File: src/rtl/bd_in_handshaker_pkg.sv
// rtl/bd_in_handshaker_pkg.sv - shared definitions for the BD input handshaker
//
// Holds the handshake FSM state encoding, the BD word width shared with the
// BD word decoder, and the default depth of the request synchronizer.
package bd_in_handshaker_pkg;

   // BD word width; the decoder input channel uses this same constant.
   localparam int BD_NBITS = 34;

   // Default number of flops in the asynchronous request synchronizer.
   localparam int BD_SYNC_STAGES_DEF = 2;

   typedef enum logic [1:0] {
      ST_RESYNC = 2'd0,
      ST_IDLE   = 2'd1,
      ST_ACKED  = 2'd2
   } bd_in_state_e;

endpackage

File: src/rtl/bd_in_handshaker_if.sv
// rtl/bd_in_handshaker_if.sv - valid/ack word channel from the handshaker to the decoder
//
// Signals:
//   v  valid, driven by the master
//   d  NBITS-wide word, driven by the master, stable while v is high
//   a  acknowledge, driven by the slave; a transfer occurs on a cycle with v && a
interface bd_in_handshaker_if
   import bd_in_handshaker_pkg::*;
#(
   parameter int NBITS = BD_NBITS
);
   logic             v;
   logic [NBITS-1:0] d;
   logic             a;

   modport master (output v, output d, input a);
   modport slave  (input v, input d, output a);
endinterface

File: src/rtl/bd_sync_bit.sv
// rtl/bd_sync_bit.sv - N-stage single-bit synchronizer for asynchronous BD inputs
//
// Ports:
//   clk     destination clock
//   resetn  synchronous active-low reset; all stages clear to 0
//   d       asynchronous input bit
//   q       synchronized output, STAGES clk edges after d
module bd_sync_bit #(
   parameter int STAGES = 2
) (
   input  logic clk,
   input  logic resetn,
   input  logic d,
   output logic q
);

   logic [STAGES-1:0] sync_q;
   logic [STAGES-1:0] sync_d;

   always_comb begin
      sync_d = {sync_q[STAGES-2:0], d};
   end

   always_ff @(posedge clk) begin
      if (!resetn) begin
         sync_q <= '0;
      end else begin
         sync_q <= sync_d;
      end
   end

   assign q = sync_q[STAGES-1];

endmodule

File: src/rtl/bd_in_handshaker.sv
// rtl/bd_in_handshaker.sv - 4-phase bundled-data BD output port to clocked valid/ack channel
//
// Synchronizes BD's request, captures the bundled word into a registered
// output stage and drives BD's acknowledge. A word is accepted only when the
// output register is empty or is being drained in the same cycle.
//
// Optional feature macro: BD_IN_COUNT_EN adds the words_received counter port.
//
// Ports:
//   clk             system clock
//   reset           synchronous active-low reset
//   pin_req         BD request, asynchronous to clk
//   pin_data        BD word, bundled with pin_req
//   pin_ack         registered acknowledge to BD
//   BD_out          master side of the valid/ack word channel
//   words_received  captured-word count, wraps mod 2^32 (BD_IN_COUNT_EN only)
module bd_in_handshaker
   import bd_in_handshaker_pkg::*;
#(
   parameter int SYNC_STAGES = BD_SYNC_STAGES_DEF,
   parameter int NBITS       = BD_NBITS
) (
   input  logic                   clk,
   input  logic                   reset,
   input  logic                   pin_req,
   input  logic [NBITS-1:0]       pin_data,
   output logic                   pin_ack,
   bd_in_handshaker_if.master     BD_out
`ifdef BD_IN_COUNT_EN
   ,
   output logic [31:0]            words_received
`endif
);

   localparam int FW = $clog2(SYNC_STAGES + 1);
   localparam logic [FW-1:0] FILL_DONE = FW'(SYNC_STAGES);

   bd_in_state_e     state_q, state_d;
   logic             ack_q, ack_d;
   logic             v_q, v_d;
   logic [NBITS-1:0] data_q, data_d;
   logic [FW-1:0]    fill_q, fill_d;

   logic req_s;
   logic capture;
   logic xfer;

   bd_sync_bit #(.STAGES(SYNC_STAGES)) u_req_sync (
      .clk    (clk),
      .resetn (reset),
      .d      (pin_req),
      .q      (req_s)
   );

   // The synchronizer clears to 0 on reset, which would falsely read as
   // "req low". RESYNC only trusts req_s once every stage holds a real
   // post-reset sample, so a word BD is still holding is never recaptured.
   always_comb begin
      fill_d = fill_q;
      if (fill_q != FILL_DONE) begin
         fill_d = fill_q + FW'(1);
      end
   end

   assign xfer    = v_q && BD_out.a;
   assign capture = (state_q == ST_IDLE) && req_s && (!v_q || BD_out.a);

   always_comb begin
      state_d = state_q;
      ack_d   = ack_q;
      v_d     = v_q;
      data_d  = data_q;

      unique case (state_q)
         ST_RESYNC: begin
            if ((fill_q == FILL_DONE) && !req_s) begin
               state_d = ST_IDLE;
            end
         end
         ST_IDLE: begin
            if (capture) begin
               state_d = ST_ACKED;
               ack_d   = 1'b1;
            end
         end
         ST_ACKED: begin
            // A new req rise cannot occur before ack falls in a 4-phase
            // handshake, so only the falling edge of req_s matters here.
            if (!req_s) begin
               state_d = ST_IDLE;
               ack_d   = 1'b0;
            end
         end
         default: begin
            state_d = ST_RESYNC;
            ack_d   = 1'b0;
         end
      endcase

      // Capture wins over transfer so a same-cycle drain and refill keeps v high.
      if (capture) begin
         data_d = pin_data;
         v_d    = 1'b1;
      end else if (xfer) begin
         v_d    = 1'b0;
      end
   end

   always_ff @(posedge clk) begin
      if (!reset) begin
         state_q <= ST_RESYNC;
         ack_q   <= 1'b0;
         v_q     <= 1'b0;
         data_q  <= '0;
         fill_q  <= '0;
      end else begin
         state_q <= state_d;
         ack_q   <= ack_d;
         v_q     <= v_d;
         data_q  <= data_d;
         fill_q  <= fill_d;
      end
   end

`ifdef BD_IN_COUNT_EN
   logic [31:0] count_q, count_d;

   always_comb begin
      count_d = count_q;
      if (capture) begin
         count_d = count_q + 32'd1;
      end
   end

   always_ff @(posedge clk) begin
      if (!reset) begin
         count_q <= '0;
      end else begin
         count_q <= count_d;
      end
   end

   assign words_received = count_q;
`endif

   assign pin_ack  = ack_q;
   assign BD_out.v = v_q;
   assign BD_out.d = data_q;

endmodule

File: src/flat_wrapper.sv
// flat-port wrapper written by rule: the top's interface ports become plain ports
module bd_in_handshaker_flat import bd_in_handshaker_pkg::*;
#(
   parameter int SYNC_STAGES = BD_SYNC_STAGES_DEF,
   parameter int NBITS       = BD_NBITS
)
  (clk, reset, pin_req, pin_data, pin_ack, BD_out_v, BD_out_d, BD_out_a);
  bd_in_handshaker_if #(.NBITS(NBITS)) BD_out_i ();
  input  logic clk;
  input  logic reset;
  input  logic pin_req;
  input  logic [NBITS-1:0] pin_data;
  output logic pin_ack;
  output wire logic [$bits(BD_out_i.v)-1:0] BD_out_v;
  output wire logic [$bits(BD_out_i.d)-1:0] BD_out_d;
  input wire logic [$bits(BD_out_i.a)-1:0] BD_out_a;
  assign BD_out_v = BD_out_i.v;
  assign BD_out_d = BD_out_i.d;
  assign BD_out_i.a = BD_out_a;
  bd_in_handshaker #(.SYNC_STAGES(SYNC_STAGES), .NBITS(NBITS)) u_core (.clk(clk), .reset(reset), .pin_req(pin_req), .pin_data(pin_data), .pin_ack(pin_ack), .BD_out(BD_out_i));
endmodule
File: config.mk
export PLATFORM = sky130hd
export DESIGN_NAME = bd_in_handshaker_flat
export DESIGN_NICKNAME = d
export VERILOG_FILES = /design/src/rtl/bd_in_handshaker_pkg.sv /design/src/rtl/bd_in_handshaker_if.sv /design/src/rtl/bd_sync_bit.sv /design/src/rtl/bd_in_handshaker.sv /design/src/flat_wrapper.sv
export SDC_FILE = /design/constraint.sdc
export NUM_CORES = 1
export LEC_CHECK = 0
export CORE_AREA = 5 5 82 84
export DETAILED_ROUTE_END_ITERATION = 7
export DIE_AREA = 0 0 87 89
export PLACE_DENSITY_LB_ADDON = 0.3
export SYNTH_ARGS = -nofsm -noshare
export SYNTH_HDL_FRONTEND = slang
export SYNTH_HIERARCHICAL = 1
export SYNTH_SLANG_ARGS = --single-unit
File: constraint.sdc
create_clock -name clk -period 1.1 [get_ports clk]
set_input_delay 0.275 -clock clk [delete_from_list [all_inputs] [get_ports clk]]
set_output_delay 0.275 -clock clk [all_outputs]
set_load 0.02 [all_outputs]
## Word level (Yosys, flattened, before mapping)

Index checks and enable logic that the tools add are counted.

- Output and inout bits: 36
- Flip-flop bits (word level): 42
- Word-level logic and storage cells: 35
- Input bits: 38

- Equal/unequal tests: 7
- Add/sub/neg operators: 1
- Muxes and demuxes: 9
- Reduce and logical (&&, ||, !) cells: 11
- Bitwise gates (word level): 1

Operators by type and width:

| kind | count |
|---|---|
| 2-to-1 mux 2 bit | 3 |
| one-hot mux 2 bit (3 select lines) | 1 |
| AND reduction 3 bit | 2 |
| == test 2 bit (second input constant) | 2 |
| logical AND 1 bit | 4 |
| 2-to-1 mux 1 bit | 4 |
| != test 2 x 1 -> 1 bit (second input constant) | 2 |
| != test 2 bit (second input constant) | 2 |
| one-hot mux 1 bit (3 select lines) | 1 |
| adder 2 x 1 -> 2 bit (second input constant) | 1 |
| == test 2 x 1 -> 1 bit (second input constant) | 1 |
| zero test 1 bit | 2 |
| zero test 2 bit | 1 |
| nonzero test 2 bit | 1 |
| logical OR 1 bit | 1 |
| NOT 1 bit | 1 |

## Longest topological paths before layout

- Word-level depth: 5
- Gate-level depth with buffers: 5
- Mapped depth without buffers: 5

## Hierarchy

The synthesis kept the hierarchy.

Modules (own cells, without submodules):

| module | cells an instance | instances | area an instance (sq um) | sequential area each (sq um) |
|---|---|---|---|---|
| bd_in_handshaker | 175 | 1 | 1,654.1 | 800.8 |
| bd_sync_bit | 4 | 1 | 52.6 | 40.0 |

## Worst setup path before layout

No wires, ideal clock.

- Path kind: reg-to-reg
- Start: reg u_core.v_q, in the netlist u_core/BD_out.v
- End: reg u_core.ack_q, in the netlist u_core/pin_ack
- Stages on the path, launching flop included: 6
- Path slack: -146 ps
- Data arrival time: 1,131 ps
- Path buffers: 2
- Clock period less this slack: 1,246 ps
- Data required time: 985 ps
- Cells stage by stage: dfxtp_1 > nand2b_1 > and3_4 > buf_12 > buf_12 > o21a_1

- Word-level cells in the longest chain between the ends: 5

RTL lines:

| item | RTL line | RTL |
|---|---|---|
| start: declaration | bd_in_handshaker.sv:40 | `logic v_q, v_d;` |
| start signal: assignment | bd_in_handshaker.sv:119 | `v_q <= v_d;` |
| zero test 1 bit | bd_in_handshaker.sv:66 | `assign capture = (state_q == ST_IDLE) && req_s && (!v_q \|\| BD_out.a);` |
| logical OR 1 bit | bd_in_handshaker.sv:66 |  |
| logical AND 1 bit | bd_in_handshaker.sv:66 |  |
| != test 2 x 1 -> 1 bit (no source line) | -- |  |
| AND reduction 3 bit (no source line) | -- |  |
| end signal: assignment | bd_in_handshaker.sv:118 | `ack_q <= ack_d;` |
| end: declaration | bd_in_handshaker.sv:39 | `logic ack_q, ack_d;` |

No other way between the ends.
A chain may end at the register's enable or synchronous reset.

## Final worst setup path

- Start: reg u_core.state_q[0]
- End: reg u_core.data_q[26], in the netlist u_core/BD_out.d[26]

- Word-level cells in the longest chain between the ends: 3

RTL lines:

| item | RTL line | RTL |
|---|---|---|
| start: declaration | bd_in_handshaker.sv:38 | `bd_in_state_e state_q, state_d;` |
| start signal: assignment | bd_in_handshaker.sv:117 | `state_q <= state_d;` |
| == test 2 x 1 -> 1 bit | bd_in_handshaker.sv:66 |  |
| logical AND 1 bit (2 in series) | bd_in_handshaker.sv:66 |  |
| end signal: assignment | bd_in_handshaker.sv:120 | `data_q <= data_d;` |
| end: declaration | bd_in_handshaker.sv:41 | `logic [NBITS-1:0] data_q, data_d;` |

No other way between the ends.

==> results list <==
* Outcome: finished with violations
* Violations in the final reports: negative setup slack
* Starting density of the core: between 20% and 30%
- In this run the standard cell core region covers 5850 um^2.
- For this run, asynchronously set or reset flops after synthesis account for 0%.
- Data on the critical path arrives at its endpoint at ~1.4 ns.
* Number of synthesis warnings: 6
- Part of the cycle the worst path needs: 109%
* Count of final setup violators: 36
- Across the run, the number of max-cap violations was 0.
* HPWL after DPL: 2890 um
* Via count of the first global-routing pass: 1,507
* Std-Cell Rows: 28
- The startpoint identified for the worst hold timing path is reset.
- The analysis attributes to cell leakage a power of 1.11 nW.
- TritonCTS built the clock tree.
- Placer's final routability congestion estimate: around 0.65
- The most used flip-flop cell after synthesis is sky130_fd_sc_hd__dfxtp_1.
* RSZ-0062 raised after global routing: true
- Number of port buffers: 73
- Full die area: 7740 um^2
- Number of nets with antenna violations after routing: 0
- The most numerous cell type found on the critical path is sky130_fd_sc_hd__buf_12.
- DR WL/cell: 12.1 um
* Synthesis-stage register bit count: 42
- Measured along the y axis, the die boundary spans between 80 and 90 um.
* Mapped Cells: 179
- Biggest cell delay along the critical path: between 0.3 and 0.4 ns
* Synthesized net count: 218
- The biggest area contributor in the post-synthesis netlist is sky130_fd_sc_hd__dfxtp_1.
- For this run the aggregate overflow at the end of global routing stands at 0.
- Number of failing hold endpoints at the final stage: 0
- Area share of the largest cell type after synthesis: 49.3%
- Maximum level of the CTS H-tree: 2
* EDFF count, synth: 0
- Clk_lat worst skew: 0.29 ns
- Number of detailed-routing iterations run before antenna repair: 3
* Cell count of the worst reg-to-reg path: 5
- Max Clock Skew: ~0.012 ns
- The critical path goes through nor2b_4 -> and3_4 -> buf_12 -> buf_12 -> mux2i_1.
- Smallest hold slack: between 0.3 and 0.4 ns
* Kind of critical path: reg2reg
* Clock slew seen by the registers of the worst setup and hold paths: approximately 0.09 ns
- Required time reported for the critical path endpoint: ~1.3 ns
- Most instantiated cells after synthesis: 71 x sky130_fd_sc_hd__nand2_1, 42 x sky130_fd_sc_hd__dfxtp_1, 34 x sky130_fd_sc_hd__mux2i_1
- Counting I/O delays and the setup requirement, the final critical path takes between 1 and 1.5 ns.
- Final-report max-slew violation count: 0
* Post-route DRC: 0
- In this run the register-to-register setup slack is -0.10 ns.
* Worst-path cell with the longest stage delay: sky130_fd_sc_hd__dfxtp_2
- Maximum root-to-sink buffer count: 2
- In this run the power density over the cells is 1240 nW/um^2.
- Global routing consumed, over all layers together, roughly 11% of the routing resources.
* Sequential share of the synthesized area: between 40% and 50%
* Hold Crit Endpoint: u_core/pin_ack
* Critical Path Start Type: flop
* Number of clock buffers inserted by TritonCTS: 5
- Number of buffers inserted by hold repair at cts: 0
- Global-route wire length before repair: between 6000 and 7000 um
- The cell area that synthesis handed to floorplanning was about 1700 um^2.
* Largest net degree at the start of global routing: 35
* Worst Setup End Kind: flop
- Highest fanout seen on the critical path: 8
- Synth area leaders: sky130_fd_sc_hd__dfxtp_1 49%, sky130_fd_sc_hd__mux2i_1 20%, sky130_fd_sc_hd__nand2_1 16%
* Most frequent cell after synthesis: sky130_fd_sc_hd__nand2_1
- The number of antenna violations at the first check in global routing came to 0.
- Average vias per placed instance: ~4.2
- PnR worst setup slack: -0.102 ns
* Worst R2R Start: u_core/state_q[0]
- The endpoint identified for the worst register-to-register timing path is u_core/BD_out.d[26].
- Distinct cell type count after synthesis: 21
- The tree built by TritonCTS fans out to between 40 and 50 sinks.
* Number of primary I/O pins: 74
- Area growth from synthesis to final layout: 58.0%
* Fraction of layout cells with a size suffix above 1: between 30% and 40%
* Final Power: 3.35 mW
* Detailed router's first-iteration violation count: 39
- The root buffer cell chosen for the clock tree is sky130_fd_sc_hd__clkbuf_8.
- VDD sags by at most ~0.00057 V.
- Fmax achieved: roughly 830 MHz
- Slew @ Worst Pin: approximately 0.22 ns
- From left edge to right edge, the die measures approximately 87 um.
- Total via count after detailed routing: roughly 1,400
* Class of the tightest hold or removal check: in2reg
- For this run, the post-layout net count is approximately 300.
- Antenna cells: 0
- Depth of the worst hold-timing path: 2
* Slew Limit Headroom: 85.3%
* Synthesized area per cell: about 9.5 um^2
* Total Wirelength: just over 4000 um
==> repair_timing <==
| item | CTS | global route |
|---|---|---|
| gates resized for setup | 154 | 46 |
| pin swaps | 2 | 1 |
| endpoints found under the setup margin | 71 | 70 |
| buffers inserted | 5 | 2 |
| gates cloned | 2 | 0 |
==> state kept, by name (all words and copies together) (netlist names) <==
register / cells
u_core/BD_out.v: 1
u_core/BD_out.d: 34
u_core/pin_ack: 1
u_core/fill_q: 2
u_core/u_req_sync/sync_q: 2
u_core/state_q: 2
==> power breakdown <==
| group | total (mW) | switching (mW) | internal (mW) |
|---|---|---|---|
| combinational | 0.660 | 0.271 | 0.389 |
| clock | 1.04 | 0.533 | 0.505 |
| sequential | 1.65 | 0.0451 | 1.61 |
| total | 3.35 | 0.849 | 2.50 |
==> stage by stage <==
step | cell area [um^2] | TNS, ns | util, % | worst slack, ns | instances
2_1_floorplan | 1710 | -1.51 | - | -0.0535 | 179
3_3_place_gp | 2560 | -18.61 | 43.8 | -0.436 | 326
3_5_place_dp | 2560 | -18.70 | 43.8 | -0.451 | 326
4_1_cts | 2630 | -3.80 | 44.9 | -0.135 | 341
5_1_grt | 2700 | -4.87 | 46.1 | -0.185 | 341
6_report | 2700 | -2.75 | 46.1 | -0.102 | 341
==> cell families after synthesis <==
family                     after synthesis  share of synthesized area, %
and+or+nand+nor                         80                          19.5
DFF                                     42                          49.3
muxes                                   34                          19.9
buffers and inverters                   14                          7.04
AOI/OAI and AO/OA                        7                          3.01
xor gates and xnor gates                 1                         0.513
adders and majority gates                1                         0.733
==> worst max-delay path, delay by kind of cell, from the launching register on <==
kind,cells,cell delay [ns]
simple gates,2,0.37
flops,1,0.34
buf+inv,2,0.23
mux,1,0.18
==> cell type report <==
cell class              instances  area (um^2)
clock inverters                 2         12.5
inverters                       2         7.51
clock buffers                   6         82.6
fillers                       575         3150
repair buffers                 91          867
flip-flops and latches         42          865
well taps                      75         93.8
multi-input cells             123          768
==> routing by layer <==
layer	vias to the layer above	global-route usage (%)	wire (um)
li1	743	-	-
met1	670	12.5	1710
met2	32	19.6	2130
met3	2	3.87	272
met4	0	3.82	21
met5	-	0	0
==> worst max-delay path by stage <==
stage	depth (start not counted)	endpoint	from
floorplan	5	u_core/BD_out.d[12]	u_core/state_q[0]
global placement	5	u_core/BD_out.d[20]	BD_out_a
detailed placement	5	u_core/BD_out.d[32]	BD_out_a
CTS	5	u_core/BD_out.d[26]	u_core/state_q[0]
global route	5	u_core/BD_out.d[25]	u_core/state_q[0]
finish	5	u_core/BD_out.d[26]	u_core/state_q[0]
==> layout by cell type (no fill, tap or decap), types with 2 or more instances in the layout <==
cell | netlist | final
sky130_fd_sc_hd__buf_6 | 0 | 4
sky130_fd_sc_hd__buf_12 | 4 | 6
sky130_fd_sc_hd__dfxtp_2 | 0 | 16
sky130_fd_sc_hd__clkbuf_8 | 0 | 6
sky130_fd_sc_hd__clkdlybuf4s50_1 | 0 | 35
sky130_fd_sc_hd__and2_1 | 4 | 4
sky130_fd_sc_hd__o21a_1 | 2 | 2
sky130_fd_sc_hd__nand2_1 | 71 | 71
sky130_fd_sc_hd__inv_1 | 2 | 2
sky130_fd_sc_hd__dfxtp_1 | 42 | 25
sky130_fd_sc_hd__buf_2 | 2 | 6
sky130_fd_sc_hd__mux2i_1 | 34 | 34
sky130_fd_sc_hd__buf_4 | 0 | 38
No activity file was read; power rests on OpenSTA's default activity.
